--- config.mk ---
export PLATFORM = sky130hd
export DESIGN_NAME = seg7_scan_ctrl
export DESIGN_NICKNAME = d
export VERILOG_FILES = /design/src/rtl/seg7_pkg.sv /design/src/rtl/bcd_to_seg7.sv /design/src/rtl/seg7_scan_ctrl.sv
export SDC_FILE = /design/constraint.sdc
export NUM_CORES = 1
export LEC_CHECK = 0
export BUFFER_PORTS_ARGS = -buffer_cell sky130_fd_sc_hd__buf_4
export CORE_MARGIN = 2
export CORE_UTILIZATION = 40
export DETAILED_ROUTE_END_ITERATION = 8
export GPL_TIMING_DRIVEN = 0
export HOLD_SLACK_MARGIN = 0.12
export MAX_ROUTING_LAYER = met4
export SYNTH_ARGS = -nofsm -noshare
export SYNTH_HDL_FRONTEND = slang
export SYNTH_SLANG_ARGS = --single-unit
--- constraint.sdc ---
create_clock -name CLK -period 3.09 [get_ports CLK]
set_input_delay 0.309 -clock CLK [delete_from_list [all_inputs] [get_ports CLK]]
set_output_delay 0.309 -clock CLK [all_outputs]
set_load 0.05 [all_outputs]
--- src/rtl/seg7_pkg.sv ---
// Shared types and segment codes for the multiplexed 7-segment driver.
// Codes are active-high {g,f,e,d,c,b,a}; polarity is applied by the top.
package seg7_pkg;

    typedef logic [3:0] bcd_t;

    localparam logic [6:0] SEG_CODE_0     = 7'h3F;
    localparam logic [6:0] SEG_CODE_1     = 7'h06;
    localparam logic [6:0] SEG_CODE_2     = 7'h5B;
    localparam logic [6:0] SEG_CODE_3     = 7'h4F;
    localparam logic [6:0] SEG_CODE_4     = 7'h66;
    localparam logic [6:0] SEG_CODE_5     = 7'h6D;
    localparam logic [6:0] SEG_CODE_6     = 7'h7D;
    localparam logic [6:0] SEG_CODE_7     = 7'h07;
    localparam logic [6:0] SEG_CODE_8     = 7'h7F;
    localparam logic [6:0] SEG_CODE_9     = 7'h6F;
    localparam logic [6:0] SEG_CODE_DASH  = 7'h40;
    localparam logic [6:0] SEG_CODE_BLANK = 7'h00;

endpackage

--- src/rtl/bcd_to_seg7.sv ---
// Combinational BCD to active-high 7-segment decoder; 10..15 show a dash.
// Ports: bcd_i (4-bit digit) -> seg_o (7-bit {g,f,e,d,c,b,a}).
module bcd_to_seg7
    import seg7_pkg::*;
(
    input  bcd_t       bcd_i,
    output logic [6:0] seg_o
);

    always_comb begin
        unique case (bcd_i)
            4'd0:    seg_o = SEG_CODE_0;
            4'd1:    seg_o = SEG_CODE_1;
            4'd2:    seg_o = SEG_CODE_2;
            4'd3:    seg_o = SEG_CODE_3;
            4'd4:    seg_o = SEG_CODE_4;
            4'd5:    seg_o = SEG_CODE_5;
            4'd6:    seg_o = SEG_CODE_6;
            4'd7:    seg_o = SEG_CODE_7;
            4'd8:    seg_o = SEG_CODE_8;
            4'd9:    seg_o = SEG_CODE_9;
            default: seg_o = SEG_CODE_DASH;
        endcase
    end

endmodule

--- src/rtl/seg7_scan_ctrl.sv ---
// Multiplexed 7-segment scan driver: shadow-captures BCD digits on LATCH and
// scans them one slot (SCAN_DIV clocks) at a time onto SEG/DP with one-hot DIG_SEL.
// Ports: CLK, RST (sync, active-high), EN, LATCH, BCD_IN, DP_IN ->
//        SEG, DP, DIG_SEL, FRAME_DONE (all registered).
// Option: define SEG7_LEADING_ZERO_BLANK_EN to blank leading zero digits (digit 0 never).
module seg7_scan_ctrl
    import seg7_pkg::*;
#(
    parameter int unsigned NUM_DIGITS     = 4,
    parameter int unsigned SCAN_DIV       = 50000,
    parameter bit          SEG_ACTIVE_LOW = 1'b1,
    parameter bit          DIG_ACTIVE_LOW = 1'b1
) (
    input  logic                    CLK,
    input  logic                    RST,
    input  logic                    EN,
    input  logic                    LATCH,
    input  logic [4*NUM_DIGITS-1:0] BCD_IN,
    input  logic [NUM_DIGITS-1:0]   DP_IN,
    output logic [6:0]              SEG,
    output logic                    DP,
    output logic [NUM_DIGITS-1:0]   DIG_SEL,
    output logic                    FRAME_DONE
);

    localparam int DW = (SCAN_DIV > 1) ? $clog2(SCAN_DIV) : 1;
    localparam int IW = (NUM_DIGITS > 1) ? $clog2(NUM_DIGITS) : 1;

    localparam logic [DW-1:0] DIV_LAST = DW'(SCAN_DIV - 1);
    localparam logic [IW-1:0] IDX_LAST = IW'(NUM_DIGITS - 1);

    localparam logic [6:0]            SEG_OFF = {7{SEG_ACTIVE_LOW}};
    localparam logic                  DP_OFF  = SEG_ACTIVE_LOW;
    localparam logic [NUM_DIGITS-1:0] DIG_OFF = {NUM_DIGITS{DIG_ACTIVE_LOW}};

    logic [4*NUM_DIGITS-1:0] bcd_q;
    logic [NUM_DIGITS-1:0]   dps_q;
    logic [DW-1:0]           div_q, div_d;
    logic [IW-1:0]           idx_q, idx_d;
    logic [6:0]              seg_q, seg_d;
    logic                    dp_q, dp_d;
    logic [NUM_DIGITS-1:0]   dig_q, dig_d;
    logic                    fd_q, fd_d;

    bcd_t       cur_bcd;
    logic       cur_dp;
    logic       cur_blank;
    logic [6:0] code;
    logic [6:0] lit;

    always_comb begin
        cur_bcd = '0;
        cur_dp  = 1'b0;
        for (int i = 0; i < int'(NUM_DIGITS); i++) begin
            if (idx_q == IW'(i)) begin
                cur_bcd = bcd_q[4*i +: 4];
                cur_dp  = dps_q[i];
            end
        end
    end

`ifdef SEG7_LEADING_ZERO_BLANK_EN
    // lz[i]: digit i and every more-significant digit are zero.
    logic [NUM_DIGITS:0] lz;

    always_comb begin
        lz             = '0;
        lz[NUM_DIGITS] = 1'b1;
        for (int i = int'(NUM_DIGITS) - 1; i >= 0; i--) begin
            lz[i] = lz[i+1] && (bcd_q[4*i +: 4] == 4'd0);
        end
        cur_blank = 1'b0;
        for (int i = 1; i < int'(NUM_DIGITS); i++) begin
            if (idx_q == IW'(i)) begin
                cur_blank = lz[i];
            end
        end
    end
`else
    assign cur_blank = 1'b0;
`endif

    bcd_to_seg7 u_dec (
        .bcd_i (cur_bcd),
        .seg_o (code)
    );

    assign lit = cur_blank ? SEG_CODE_BLANK : code;

    always_comb begin
        div_d = div_q;
        idx_d = idx_q;
        seg_d = SEG_OFF;
        dp_d  = DP_OFF;
        dig_d = DIG_OFF;
        fd_d  = 1'b0;
        if (EN) begin
            if (div_q == DIV_LAST) begin
                div_d = '0;
                fd_d  = (idx_q == IDX_LAST);
                idx_d = (idx_q == IDX_LAST) ? '0 : idx_q + 1'b1;
            end else begin
                div_d = div_q + 1'b1;
            end
            seg_d = SEG_ACTIVE_LOW ? ~lit : lit;
            dp_d  = cur_dp ^ SEG_ACTIVE_LOW;
            for (int i = 0; i < int'(NUM_DIGITS); i++) begin
                dig_d[i] = (idx_q == IW'(i)) ^ DIG_ACTIVE_LOW;
            end
        end
    end

    always_ff @(posedge CLK) begin
        if (RST) begin
            bcd_q <= '0;
            dps_q <= '0;
            div_q <= '0;
            idx_q <= '0;
            seg_q <= SEG_OFF;
            dp_q  <= DP_OFF;
            dig_q <= DIG_OFF;
            fd_q  <= 1'b0;
        end else begin
            if (LATCH) begin
                bcd_q <= BCD_IN;
                dps_q <= DP_IN;
            end
            div_q <= div_d;
            idx_q <= idx_d;
            seg_q <= seg_d;
            dp_q  <= dp_d;
            dig_q <= dig_d;
            fd_q  <= fd_d;
        end
    end

    assign SEG        = seg_q;
    assign DP         = dp_q;
    assign DIG_SEL    = dig_q;
    assign FRAME_DONE = fd_q;

endmodule

==> reports/results.ini <==
[finish]
fillers = 559
final_area_sq_mm = 0.00285
num_antenna_cells = 0
area_delta_synth_final_pct = 18.7
multi_input_area_sq_mm = 0.00128
final_nets = 326
seqCellArea_sq_mm = 0.00102
drive_gt1_share_pct = 23.2

[synth]
yosysUniqueCellTypes = 46
synthesis.area_sq_mm = 0.00240
postSynthCellCount = 251
muxShareOfSynthArea_pct = 9.99
synth_top_family_by_area = simple AND/OR/NAND/NOR gates
yosys.area_share.adder_pct = 5.20
syn_nets = 285
synth-xor-area-share_pct = 5.46
syn_area_per_cell_sq_um = 9.58
synth_compound_area_share_pct = 8.48
synth_seq_cells = 51
seq_area_frac_synth_pct = 42.5
synthSimpleGateAreaFrac_pct = 24.1
yosys_warnings = 0

[floorplan]
die_w_um = 81.5
rows = 28
start_util_pct = 41.1
ios = 37
fp.coreArea_sq_mm = 0.00585
die_h_um = 81.5
dieArea_sq_mm = 0.00665

[min_path]
min_from = RST
holdCritPathClass = input port to register

[route]
first_pass_iters = 4
drc = 0
vias = 1774
drt_iter0_markers = 94
wl_per_cell_um = 12.4
wirelength_mm = 4.56
ant_nets = 0
viasPerCell = 4.82

[worst_setup_path]
cp_slowest_cell = dfxtp_1
r2r_start = idx_q[0]$_SDFFE_PP0P_
r2r_slack_ps = 700
worstSetupEndpointType = register
cp_top_family = compound AO/OA/AOI/OAI gates
crit_path_cell_trace = inv_1 -> ha_1 -> buf_4 -> or2_2 -> o21ai_1 -> inv_1 -> ha_1 -> o32a_1
crit_buf_inv = 3
required_ps = 3280
crit_start = idx_q[0]$_SDFFE_PP0P_
critPathMaxStageDelay_ps = 400
cp-start-kind = register
path_max_fanout = 10
crit_arrival_ps = 2590
criticalPathCategory = register to register

[global_route]
grt_max_degree = 15
grt_first_pass_wirelength_mm = 7.70
grt_pass1_vias = 1671
overflow = 0
antenna_found_initial = 0
grt.total_usage_pct = 15.5

[job]
cap_violations = 0

[clock_tree]
cts_setup_buffers = 0
cts_max_path_buffers = 2
cts_tree = yes
cts-root-buf = clkbuf_8
clock-sinks = 51
cts_repair_resize_count = 0
clk_pin_slew_worst_paths_ps = 90
cts_made_buffers = 5
ctsHoldBuffers = 0
insertion_delay_ps = 300
cts.htree.levels = 2

[sta]
skew_ps = 4.19
worst_pin_slew_ps = 447
finalCriticalPeriod_ps = 2390
setup_violations = 0
max_clock_freq_mhz = 418
drv_slew = 0
fin_ws_ps = 695
setup_tns_ps = 0
final_hold_viol_count = 0
rsz0062_at_grt = false
period_share_pct = 77.5
max-slew-margin-rel_pct = 70.0

[power]
power.density_mw_per_mm2 = 443
finalPower_mw = 1.26
peakVddDrop_mv = 0.202
power_leakage_nw = 1.16

[place]
hpwl_mm = 3.35
dp_worst_setup_slack_ps = 685
io_buffers = 34
post_dp_cell_area_sq_mm = 0.00275
place_congestion = 0.817

[status]
outcome = complete, no violations

==> cell usage after synthesis (all sizes together) <==
cell type / count / area, sq um
a211oi: 4 / 65.1
nand2b: 3 / 26.3
o31a: 2 / 17.5
nand4: 8 / 56.3
xnor2: 7 / 61.3
nand3b: 3 / 47.6
dfxtp: 51 / 1020
nor2: 45 / 169
nand2: 24 / 90.1
and2: 1 / 6.26
nor3b: 2 / 15.0
buf: 9 / 65.1
ha: 10 / 125
xor2: 8 / 70.1
nor4: 2 / 18.8
o21ai: 8 / 51.3
mux2i: 24 / 240
o32a: 1 / 10.0
nor2b: 7 / 53.8
a22o: 1 / 8.76
o211ai: 1 / 12.5
nor4b: 1 / 23.8
or3: 1 / 6.26
a21oi: 6 / 30.0
nand3: 6 / 30.0
nor3: 2 / 15.0
o22a: 1 / 8.76
inv: 7 / 26.3
clkbuf: 3 / 12.5
or2: 2 / 12.5
and4: 1 / 8.76
==> metal layers <==
| layer | routed length, um | vias to the layer above | GRT usage [%] |
|---|---|---|---|
| met5 | 0 | - | - |
| met4 | 50 | 0 | 4.07 |
| met3 | 156 | 5 | 3.85 |
| met2 | 2140 | 22 | 25.3 |
| met1 | 2210 | 824 | 19.3 |
| li1 | - | 923 | - |
==> state kept, by name, summed over array words and instances, names as in the netlist <==
name / flops
DIG_SEL: 4
dps_q: 4
SEG: 7
idx_q: 2
FRAME_DONE: 1
bcd_q: 16
DP: 1
div_q: 16
==> area by class of cell <==
class / count / share of cell area [%]
tap: 75 / 3.29
inverter: 7 / 0.921
timing repair buffer: 34 / 8.94
multi-input combinational: 181 / 44.8
buffer: 12 / 2.72
sequential: 51 / 35.8
clock buffer: 8 / 3.51
==> where the power goes <==
part	internal, mW	leakage [nW]	total [mW]	switching, mW
clock	0.205	0.0515	0.416	0.211
combinational	0.0689	0.696	0.152	0.0828
sequential	0.682	0.417	0.696	0.0140
==> placed cells by master (no fill, tap or decap), types with 5 or more instances in the layout <==
cell	instances
a21oi_1	6
buf_4	37
clkbuf_8	7
dfxtp_1	51
ha_1	10
inv_1	6
mux2i_1	24
nand2_1	24
nand3_1	6
nand4_1	7
nor2_1	45
nor2b_1	5
xnor2_1	7
xor2_1	8
==> path summary, 6_finish.rpt <==
path,to,cells after the start
max,SEG[5]$_SDFF_PP1_,8
min,idx_q[0]$_SDFFE_PP0P_,2
max reg2reg,SEG[5]$_SDFF_PP1_,8
min reg2reg,dps_q[0]$_SDFFE_PP0P_,2
==> kinds of logic (layout without fill, tap and decap cells) <==
family                   after synthesis  count (layout)
AND/OR/NAND/NOR                      108             108
multiplexers                          24              24
flip-flops                            51              51
AO/OA/AOI/OAI                         24              24
XOR/XNOR                              15              15
buffers and inverters                 19              61
adder cells (fa/ha/maj)               10              10
==> per-stage QoR <==
step                hold WS, ps  cells  util (%)
floorplan                   378    251         -
global placement            480    360      47.1
detailed placement          487    360      47.1
global route                215    368      48.8
finish                      215    368      48.8
CTS                         215    368      48.8
Power figures use the tool's default switching activity.
